**config.mk**
```make
export PLATFORM = sky130hd
export DESIGN_NAME = dmem_arbiter_flat
export DESIGN_NICKNAME = d
export VERILOG_FILES = /design/src/rtl/dmem_arb_pkg.sv /design/src/rtl/dmem_arbiter_if.sv /design/src/rtl/dmem_arbiter.sv /design/src/flat_wrapper.sv
export SDC_FILE = /design/constraint.sdc
export NUM_CORES = 1
export LEC_CHECK = 0
export ABC_AREA = 1
export BUFFER_PORTS_ARGS = -buffer_cell sky130_fd_sc_hd__buf_2
export CORE_AREA = 5 5 130 132
export DETAILED_ROUTE_END_ITERATION = 8
export DIE_AREA = 0 0 135 137
export PLACE_DENSITY_LB_ADDON = 0.2
export SYNTH_ARGS = -nofsm -noshare
export SYNTH_HDL_FRONTEND = slang
export SYNTH_SLANG_ARGS = --single-unit
```
**constraint.sdc**
```tcl
create_clock -name clk -period 3.89 [get_ports clk]
set_input_delay 0.389 -clock clk [delete_from_list [all_inputs] [get_ports clk]]
set_output_delay 0.389 -clock clk [all_outputs]
set_load 0.01 [all_outputs]
```
**src/rtl/dmem_arb_pkg.sv**
```systemverilog
// Shared definitions for the data-memory arbiter.
//   arb_state_t      : arbiter FSM states
//   STARVE_LIMIT_DEF : default number of contended losses before the
//                      external requester is forced to win
//   LOCK_MAX_DEF     : default maximum length of an external locked burst
package dmem_arb_pkg;

  typedef enum logic [1:0] {
    ARB_IDLE     = 2'd0,
    ARB_CPU      = 2'd1,
    ARB_EXT      = 2'd2,
    ARB_EXT_LOCK = 2'd3
  } arb_state_t;

  localparam int STARVE_LIMIT_DEF = 4;
  localparam int LOCK_MAX_DEF     = 8;

endpackage

```
**src/rtl/dmem_arbiter_if.sv**
```systemverilog
// Bus bundle between the data-memory arbiter and its surroundings.
//   cpu_*  : MEM-stage request (req/we/addr/wdata/mask) and grant, stall,
//            registered read return (rvalid/rdata)
//   ext_*  : loader/debug/DMA request incl. burst lock, grant and read return
//   mem_*  : shared single-port memory; mem_addr serves read and write
//   link_* : LL reservation from the MEM stage and the kill pulse back
// Modport slave is the arbiter side, master is the environment side.
interface dmem_arbiter_if;

  logic        cpu_req;
  logic        cpu_we;
  logic [31:0] cpu_addr;
  logic [31:0] cpu_wdata;
  logic [3:0]  cpu_mask;
  logic        cpu_gnt;
  logic        cpu_stall;
  logic        cpu_rvalid;
  logic [31:0] cpu_rdata;

  logic        ext_req;
  logic        ext_we;
  logic        ext_lock;
  logic [31:0] ext_addr;
  logic [31:0] ext_wdata;
  logic [3:0]  ext_mask;
  logic        ext_gnt;
  logic        ext_rvalid;
  logic [31:0] ext_rdata;

  logic        mem_writeEn;
  logic [3:0]  mem_mMask;
  logic [31:0] mem_addr;
  logic [31:0] mem_writeData;
  logic [31:0] mem_readData;

  logic        link_active;
  logic [31:0] link_addr;
  logic        link_kill;

  modport slave (
    input  cpu_req, cpu_we, cpu_addr, cpu_wdata, cpu_mask,
    output cpu_gnt, cpu_stall, cpu_rvalid, cpu_rdata,
    input  ext_req, ext_we, ext_lock, ext_addr, ext_wdata, ext_mask,
    output ext_gnt, ext_rvalid, ext_rdata,
    output mem_writeEn, mem_mMask, mem_addr, mem_writeData,
    input  mem_readData,
    input  link_active, link_addr,
    output link_kill
  );

  modport master (
    output cpu_req, cpu_we, cpu_addr, cpu_wdata, cpu_mask,
    input  cpu_gnt, cpu_stall, cpu_rvalid, cpu_rdata,
    output ext_req, ext_we, ext_lock, ext_addr, ext_wdata, ext_mask,
    input  ext_gnt, ext_rvalid, ext_rdata,
    input  mem_writeEn, mem_mMask, mem_addr, mem_writeData,
    output mem_readData,
    output link_active, link_addr,
    input  link_kill
  );

endinterface

```
**src/rtl/dmem_arbiter.sv**
```systemverilog
// Data-memory arbiter: shares one single-port memory between the CPU
// MEM stage and an external master (loader/debug/DMA).
//   clk, rst : clock, asynchronous active-high reset
//   bus      : dmem_arbiter_if.slave (cpu_*, ext_*, mem_*, link_* groups)
// Grants are combinational; read data returns one cycle after the grant.
// CPU normally wins, but a contended external request is forced through
// after STARVE_LIMIT losses, and an external locked burst keeps the port
// for up to LOCK_MAX consecutive grants.
module dmem_arbiter
  import dmem_arb_pkg::*;
#(
  parameter int STARVE_LIMIT = STARVE_LIMIT_DEF,
  parameter int LOCK_MAX     = LOCK_MAX_DEF
) (
  input logic           clk,
  input logic           rst,
  dmem_arbiter_if.slave bus
);

  localparam int SW = $clog2(STARVE_LIMIT + 1);
  localparam int LW = $clog2(LOCK_MAX + 1);
  localparam logic [SW-1:0] STARVE_TOP = SW'(STARVE_LIMIT);
  localparam logic [LW-1:0] LOCK_TOP   = LW'(LOCK_MAX);

  arb_state_t    state, state_nxt;
  logic [SW-1:0] starve_cnt, starve_cnt_nxt;
  logic [LW-1:0] lock_cnt, lock_cnt_nxt;
  logic          lock_hold, starved;
  logic          cpu_win, ext_win;
  logic          cpu_rvalid, ext_rvalid;
  logic [31:0]   cpu_rdata, ext_rdata;
  logic          unused_link_lsbs;

  // Reservations are word granular; the byte offset is irrelevant.
  assign unused_link_lsbs = ^bus.link_addr[1:0];

  always_comb begin
    lock_hold = (state == ARB_EXT_LOCK) && bus.ext_req && bus.ext_lock &&
                (lock_cnt < LOCK_TOP);
    starved   = bus.cpu_req && bus.ext_req && (starve_cnt == STARVE_TOP);
    cpu_win   = 1'b0;
    ext_win   = 1'b0;
    // Grants are suppressed while reset is held so nothing reaches memory.
    if (!rst) begin
      if (lock_hold || starved) begin
        ext_win = 1'b1;
      end else if (bus.cpu_req) begin
        cpu_win = 1'b1;
      end else if (bus.ext_req) begin
        ext_win = 1'b1;
      end
    end
  end

  always_comb begin
    state_nxt      = ARB_IDLE;
    starve_cnt_nxt = '0;
    lock_cnt_nxt   = '0;
    if (ext_win) begin
      state_nxt = bus.ext_lock ? ARB_EXT_LOCK : ARB_EXT;
    end else if (cpu_win) begin
      state_nxt = ARB_CPU;
    end
    if (bus.ext_req && !ext_win) begin
      starve_cnt_nxt = (starve_cnt == STARVE_TOP) ? starve_cnt
                                                  : starve_cnt + SW'(1);
    end
    // lock_cnt counts every grant of the current locked burst, including
    // the one that opened it, so a burst owns the port for at most LOCK_MAX
    // consecutive cycles. A grant after the lock was broken opens a new burst.
    if (state_nxt == ARB_EXT_LOCK) begin
      lock_cnt_nxt = ((state == ARB_EXT_LOCK) && (lock_cnt < LOCK_TOP))
                     ? lock_cnt + LW'(1) : LW'(1);
    end
  end

  always_comb begin
    bus.mem_writeEn   = 1'b0;
    bus.mem_mMask     = '0;
    bus.mem_addr      = '0;
    bus.mem_writeData = '0;
    if (cpu_win) begin
      bus.mem_writeEn   = bus.cpu_we;
      bus.mem_mMask     = bus.cpu_mask;
      bus.mem_addr      = bus.cpu_addr;
      bus.mem_writeData = bus.cpu_wdata;
    end else if (ext_win) begin
      bus.mem_writeEn   = bus.ext_we;
      bus.mem_mMask     = bus.ext_mask;
      bus.mem_addr      = bus.ext_addr;
      bus.mem_writeData = bus.ext_wdata;
    end
  end

  assign bus.cpu_gnt    = cpu_win;
  assign bus.ext_gnt    = ext_win;
  assign bus.cpu_stall  = bus.cpu_req && !cpu_win && !rst;
  assign bus.cpu_rvalid = cpu_rvalid;
  assign bus.cpu_rdata  = cpu_rdata;
  assign bus.ext_rvalid = ext_rvalid;
  assign bus.ext_rdata  = ext_rdata;
  // An external store into the reserved word breaks the CPU's LL/SC pair.
  assign bus.link_kill  = ext_win && bus.ext_we && bus.link_active &&
                          (bus.ext_addr[31:2] == bus.link_addr[31:2]);

  // Grant cycle -> read return cycle
  always_ff @(posedge clk or posedge rst) begin
    if (rst) begin
      state      <= ARB_IDLE;
      starve_cnt <= '0;
      lock_cnt   <= '0;
      cpu_rvalid <= 1'b0;
      ext_rvalid <= 1'b0;
      cpu_rdata  <= '0;
      ext_rdata  <= '0;
    end else begin
      state      <= state_nxt;
      starve_cnt <= starve_cnt_nxt;
      lock_cnt   <= lock_cnt_nxt;
      cpu_rvalid <= cpu_win && !bus.cpu_we;
      ext_rvalid <= ext_win && !bus.ext_we;
      if (cpu_win && !bus.cpu_we) begin
        cpu_rdata <= bus.mem_readData;
      end
      if (ext_win && !bus.ext_we) begin
        ext_rdata <= bus.mem_readData;
      end
    end
  end

endmodule

```
**src/flat_wrapper.sv**
```systemverilog
// flat-port wrapper written by rule: the top's interface ports become plain ports
module dmem_arbiter_flat import dmem_arb_pkg::*;
#(
  parameter int STARVE_LIMIT = STARVE_LIMIT_DEF,
  parameter int LOCK_MAX     = LOCK_MAX_DEF
)
  (clk, rst, bus_cpu_req, bus_cpu_we, bus_cpu_addr, bus_cpu_wdata, bus_cpu_mask, bus_cpu_gnt, bus_cpu_stall, bus_cpu_rvalid, bus_cpu_rdata, bus_ext_req, bus_ext_we, bus_ext_lock, bus_ext_addr, bus_ext_wdata, bus_ext_mask, bus_ext_gnt, bus_ext_rvalid, bus_ext_rdata, bus_mem_writeEn, bus_mem_mMask, bus_mem_addr, bus_mem_writeData, bus_mem_readData, bus_link_active, bus_link_addr, bus_link_kill);
  dmem_arbiter_if bus_i ();
  input logic clk;
  input logic rst;
  input wire logic [$bits(bus_i.cpu_req)-1:0] bus_cpu_req;
  input wire logic [$bits(bus_i.cpu_we)-1:0] bus_cpu_we;
  input wire logic [$bits(bus_i.cpu_addr)-1:0] bus_cpu_addr;
  input wire logic [$bits(bus_i.cpu_wdata)-1:0] bus_cpu_wdata;
  input wire logic [$bits(bus_i.cpu_mask)-1:0] bus_cpu_mask;
  output wire logic [$bits(bus_i.cpu_gnt)-1:0] bus_cpu_gnt;
  output wire logic [$bits(bus_i.cpu_stall)-1:0] bus_cpu_stall;
  output wire logic [$bits(bus_i.cpu_rvalid)-1:0] bus_cpu_rvalid;
  output wire logic [$bits(bus_i.cpu_rdata)-1:0] bus_cpu_rdata;
  input wire logic [$bits(bus_i.ext_req)-1:0] bus_ext_req;
  input wire logic [$bits(bus_i.ext_we)-1:0] bus_ext_we;
  input wire logic [$bits(bus_i.ext_lock)-1:0] bus_ext_lock;
  input wire logic [$bits(bus_i.ext_addr)-1:0] bus_ext_addr;
  input wire logic [$bits(bus_i.ext_wdata)-1:0] bus_ext_wdata;
  input wire logic [$bits(bus_i.ext_mask)-1:0] bus_ext_mask;
  output wire logic [$bits(bus_i.ext_gnt)-1:0] bus_ext_gnt;
  output wire logic [$bits(bus_i.ext_rvalid)-1:0] bus_ext_rvalid;
  output wire logic [$bits(bus_i.ext_rdata)-1:0] bus_ext_rdata;
  output wire logic [$bits(bus_i.mem_writeEn)-1:0] bus_mem_writeEn;
  output wire logic [$bits(bus_i.mem_mMask)-1:0] bus_mem_mMask;
  output wire logic [$bits(bus_i.mem_addr)-1:0] bus_mem_addr;
  output wire logic [$bits(bus_i.mem_writeData)-1:0] bus_mem_writeData;
  input wire logic [$bits(bus_i.mem_readData)-1:0] bus_mem_readData;
  input wire logic [$bits(bus_i.link_active)-1:0] bus_link_active;
  input wire logic [$bits(bus_i.link_addr)-1:0] bus_link_addr;
  output wire logic [$bits(bus_i.link_kill)-1:0] bus_link_kill;
  assign bus_i.cpu_req = bus_cpu_req;
  assign bus_i.cpu_we = bus_cpu_we;
  assign bus_i.cpu_addr = bus_cpu_addr;
  assign bus_i.cpu_wdata = bus_cpu_wdata;
  assign bus_i.cpu_mask = bus_cpu_mask;
  assign bus_cpu_gnt = bus_i.cpu_gnt;
  assign bus_cpu_stall = bus_i.cpu_stall;
  assign bus_cpu_rvalid = bus_i.cpu_rvalid;
  assign bus_cpu_rdata = bus_i.cpu_rdata;
  assign bus_i.ext_req = bus_ext_req;
  assign bus_i.ext_we = bus_ext_we;
  assign bus_i.ext_lock = bus_ext_lock;
  assign bus_i.ext_addr = bus_ext_addr;
  assign bus_i.ext_wdata = bus_ext_wdata;
  assign bus_i.ext_mask = bus_ext_mask;
  assign bus_ext_gnt = bus_i.ext_gnt;
  assign bus_ext_rvalid = bus_i.ext_rvalid;
  assign bus_ext_rdata = bus_i.ext_rdata;
  assign bus_mem_writeEn = bus_i.mem_writeEn;
  assign bus_mem_mMask = bus_i.mem_mMask;
  assign bus_mem_addr = bus_i.mem_addr;
  assign bus_mem_writeData = bus_i.mem_writeData;
  assign bus_i.mem_readData = bus_mem_readData;
  assign bus_i.link_active = bus_link_active;
  assign bus_i.link_addr = bus_link_addr;
  assign bus_link_kill = bus_i.link_kill;
  dmem_arbiter #(.STARVE_LIMIT(STARVE_LIMIT), .LOCK_MAX(LOCK_MAX)) u_core (.clk(clk), .rst(rst), .bus(bus_i));
endmodule
```
---- Yosys cells after proc, flatten, opt, wreduce, memory -nomap -nowiden ----
Index checks and enable logic that the tools add are counted.
cells by class
  eq/ne operators ......................... 5
  order comparisons ....................... 1
  add/sub/neg operators ................... 2
  mux-type cells .......................... 22
  reductions and logical operators ........ 20
operators with widths
  cell                 count
  $mux 32              4
  $eq 30x30->1         1
  $mux 4               4
  $logic_and 1x1->1    14
  $mux 1               11
  $mux 3               2
  $logic_not 1->1      5
  $add 4x1->4 const B  1
  $eq 2x2->1 const B   2
  $lt 4x4->1 const B   1
  $add 3x1->3 const B  1
  $eq 3x3->1 const B   1
  $mux 2               1
  $ne 2x2->1 const B   1
  $logic_or 1x1->1     1
word-level totals
  input port bits ......................... 208
  word-level logic and storage cells ...... 57
  flip-flop bits (word level) ............. 75
  output and inout port bits .............. 139

---- Longest topological paths before layout ----
  depth in word-level cells ............... 11
  depth in mapped cells ................... 11
  mapped depth without buffers ............ 10

---- Worst setup path before layout ----
No wires, ideal clock.
  path kind ............................... input-to-reg
  start ................................... input port rst
  end ..................................... register u_core.ext_rdata[0], in the netlist u_core.bus.ext_rdata[0]
  path slack .............................. 0.572 ns
  path buffers ............................ 1
  required time ........................... 3.811 ns
  stages on the path ...................... 4
  data arrival time ....................... 3.239 ns
  library setup time ...................... 0.079 ns
  cell sequence ........................... inv_2 buf_1 nand4_1 nand2_1
on the way
  longest elaborated chain between the ends .. 2
RTL lines
  what                  line                 text
  start, declared       flat_wrapper.sv:10   input logic rst;
  $mux 1                dmem_arbiter.sv:44   if (!rst) begin
  $logic_and 1x1->1     dmem_arbiter.sv:125  if (ext_win && !bus.ext_we) begin
  end signal, assigned  dmem_arbiter.sv:126  ext_rdata <= bus.mem_readData;
  end, declared         dmem_arbiter.sv:31   logic [31:0] cpu_rdata, ext_rdata;
Every way passes these cells.
A chain may end at the register's enable or synchronous reset.

---- Final worst setup path ----
  start ................................... register u_core.starve_cnt[0]
  end ..................................... output port bus_mem_writeData[15]
on the way
  longest elaborated chain between the ends .. 7
  elaborated cells between the ends (all ways) .. 9
  those cells by class .................... 1 x eq/ne; 6 x mux; 2 x reduce/logical
RTL lines
  what                    line                 text
  start, declared         dmem_arbiter.sv:26   logic [SW-1:0] starve_cnt, starve_cnt_nxt;
  start signal, assigned  dmem_arbiter.sv:118  starve_cnt <= starve_cnt_nxt;
  $eq 3x3->1 *            dmem_arbiter.sv:40   starved = bus.cpu_req && bus.ext_req && (starve_cnt == STARVE_TOP);
  $logic_and 1x1->1 *     dmem_arbiter.sv:40
  $logic_or 1x1->1 *      dmem_arbiter.sv:45   if (lock_hold || starved) begin
  $mux 1                  dmem_arbiter.sv:45
  $mux 1                  dmem_arbiter.sv:44
  $mux 32                 dmem_arbiter.sv:87   end else if (ext_win) begin
  $mux 32 *               dmem_arbiter.sv:82   if (cpu_win) begin
  end, declared           flat_wrapper.sv:32   output wire logic [$bits(bus_i.mem_writeData)-1:0] bus_mem_writeData;
Mark *: on every way between the ends. The rest lies on a longest branch, timed or not.

==> implementation parameters <==
Parameter                              Value

Worst setup path
  Worst reg2reg setup slack    1.64 ns
  Critical Path End Type    primary output
  Critical path arrival    2.69 ns
  Crit path to    bus_mem_writeData[15]
  Kind of start point of the critical path    flop
  Setup Crit Path Kind    reg2out
  Startpoint of the lowest-slack register-to-register path    u_core.starve_cnt[0]
  FF-to-FF path depth    8
  Critical path required time    3.50 ns
  Critical path peak fanout    36
  Launching instance or port of the critical path    u_core.starve_cnt[0]
  Reg2Reg Capture Point    u_core.bus.ext_rdata[4]

Cells and area
  Layout cells sized above 1    37.8%
  Post-layout instance area    6670 um^2
  Core Util, Final    42.7%
  Most common library cell in the layout ignoring fill and taps    nand2_1
  Number of nets at the end of the flow    1223
  Filler cell count in the final layout    1769
  Syn-to-layout area delta    48.3%
  Commonest cells after routing, fill and taps aside    396 x nand2_1, 344 x buf_2, 75 x dfrtp_1

Run
  # Max-Cap Violations    0

Power and ir drop
  Share of power burned in the clock network    32.3%
  NetSw    0.000809 W
  Final total power    0.00251 W
  Combinational Power Share    28.6%
  VDD IR max    0.000199 V
  Leak Pwr    4.26 nW
  Sequential share of power    39.1%
  Power per unit of standard cell area    376 nW/um^2
  Internal power    0.00170 W
  Sw Share    32.3%

STA
  Relative slew slack    23.1%
  Transition time at the pin with the least slew margin    1.15 ns
  Setup violations, final    0
  Worst hold margin    0.0808 ns
  Layout Skew    0.00854 ns
  Setup total negative slack    0 ns
  Max Slew Vio Count    0
  Clock period minus final worst setup slack    3.08 ns
  Setup repair after global routing missed its margin    false
  Endpoints failing hold    0
  Period Utilization, post-route    79.1%
  Max Clock Freq    325 MHz

Clock network
  Quantity of gates resized following cts    0
  CTS sink cnt    75
  TritonCTS clock tree    built
  Number of buffers added by the clock tree synthesis step    9
  Worst skew pair latency    0.33 ns
  Clock root buffer    clkbuf_16
  Clock transition time at the flip-flop clock pins of the worst setup and hold paths    0.06 ns
  Hold buffer count at CTS    0
  Total setup buffers inserted after CTS    0
  CTS H-tree depth    3
  Clock tree buffer depth    2

Route
  Sum of routed wire length over all layers    19800 um
  Pre-antenna DRT Iters    5
  Post-DRT Antenna Nets    0
  DRC violations left    0
  Via density    4.32
  Via Count    5331
  Routed length per placed instance    16.1 um
  First-iteration detailed-routing DRC count    219

Floorplan
  Number of placed I/O pins    347
  DIE HEIGHT    137 um
  Number of rows created at floorplan    46
  Starting utilization of the core area    28.8%
  Horiz. Die Dim    135 um
  Core ar.    15600 um^2
  Die area    18500 um^2

Synth
  Total of flip-flops plus latches after synthesis    75
  Average cell area after synthesis    6.58 um^2
  Area contributors post-synth    dfrtp_1 42%, nand2_1 33%, inv_1 5.1%
  Fraction of the yosys area taken by sequential cells    41.7%
  Synthesized instance count    683
  Count of flip-flops with a built-in enable after synthesis    0
  Mapped Nets    894
  Combined area of all synthesized cells    4500 um^2
  Synth area leader    dfrtp_1
  YS warnings    0
  Distinct cells, synth    27
  Post-synth top area share    41.7%
  Fraction of registers with async set or reset after synthesis    100%
  Ys flop type    dfrtp_1

Global route
  Number of global-route vias before repair    5087
  First-pass GRT wire length    28700 um
  Aggregate global-route resource usage    20.3%
  Pin count of the biggest net entering global routing    79
  Congestion Overflow GR    0
  Initial antenna violation count    8

Place
  Instance area at placement    6380 um^2
  Detail Placement HPWL    15900 um
  Quantity of I/O buffers inserted on ports    344
  Final weighted congestion in routability-driven placement    0.898

Worst hold path
  Classification of the worst-slack hold path    in2async

Outcome
  Result of the run    finished, final reports clean
## layer usage
metal / track usage [%] / wire, um / vias to the layer above
met1: 24.8 / 8000 / 2328
met2: 33.7 / 9520 / 213
li1: - / - / 2741
met4: 6.83 / 406 / 12
met3: 6.73 / 1800 / 37
met5: 0 / 87 / -
## registers in the layout, summed over array words and instances (netlist names)
register / flops
u_core.bus.cpu_rdata: 32
u_core.bus.ext_rdata: 32
u_core.lock_cnt: 4
u_core.starve_cnt: 3
u_core.state: 2
u_core.bus.cpu_rvalid: 1
u_core.bus.ext_rvalid: 1
## worst max-delay path, stage by stage, from the launching register on
cell     delay, ns
dfrtp_1       0.38
inv_1         0.09
ha_1          0.19
nand4_1       0.10
and2_4        0.20
nand2_8       0.21
nand2_4       0.22
inv_2         0.35
buf_12        0.25
nand2_2       0.06
nand2_1       0.12
buf_2         0.16
## how the worst min path moves through the flow
stage	depth (start not counted)	to	slack (ns)	from
after floorplan	1	u_core.lock_cnt[0]	0.45	u_core.lock_cnt[0]
after global placement	2	u_core.starve_cnt[2]	0.44	rst
after detailed placement	2	u_core.starve_cnt[2]	0.44	rst
after CTS	2	u_core.starve_cnt[2]	0.08	rst
after global routing	2	u_core.bus.cpu_rdata[26]	0.11	rst
final	2	u_core.starve_cnt[2]	0.08	rst
## power groups by stage
stage	Clock [W]	Sequential, W	Combinational (W)
floorplan	0	0.00105	0.000282
global placement	0	0.000990	0.000724
detailed placement	0	0.000993	0.000729
CTS	0.000827	0.000980	0.000731
global route	0.000858	0.000996	0.000799
finish	0.000811	0.000979	0.000716
## metrics by stage
stage,setup WS [ns],instances
floorplan,0.308,683
global placement,1.17,1217
CTS,0.788,1231
global route,0.638,1233
finish,0.814,1233
detailed placement,1.16,1217
## cell type report
| cell class | count | area, um^2 | share of cell area (%) |
|---|---|---|---|
| sequential | 75 | 1880 | 28.1 |
| inverter | 64 | 243 | 3.64 |
| timing repair buffer | 350 | 1780 | 26.7 |
| multi-input combinational | 512 | 2210 | 33.2 |
| clock buffer | 9 | 225 | 3.38 |
| antenna | 2 | 5.00 | 0.0751 |
| tap | 216 | 270 | 4.05 |
| clock inverter | 5 | 56.3 | 0.844 |
## synthesized netlist by cell type (all sizes together) (2+ instances only)
cell,count
buf,21
inv,64
nor2,19
ha,3
xnor2,9
nand2,408
clkbuf,11
nand4,35
xor2,2
nand3,8
o21ai,22
dfrtp,75
## cells by family after synthesis
family | synth area share, %
buffers and inverters | 9.05
flip-flops | 41.7
adder cells (fa/ha/maj) | 0.835
XOR/XNOR | 2.14
AND/OR/NAND/NOR | 43.5
AO/OA/AOI/OAI | 2.73
Note: power is estimated with default switching activity, not from simulation.
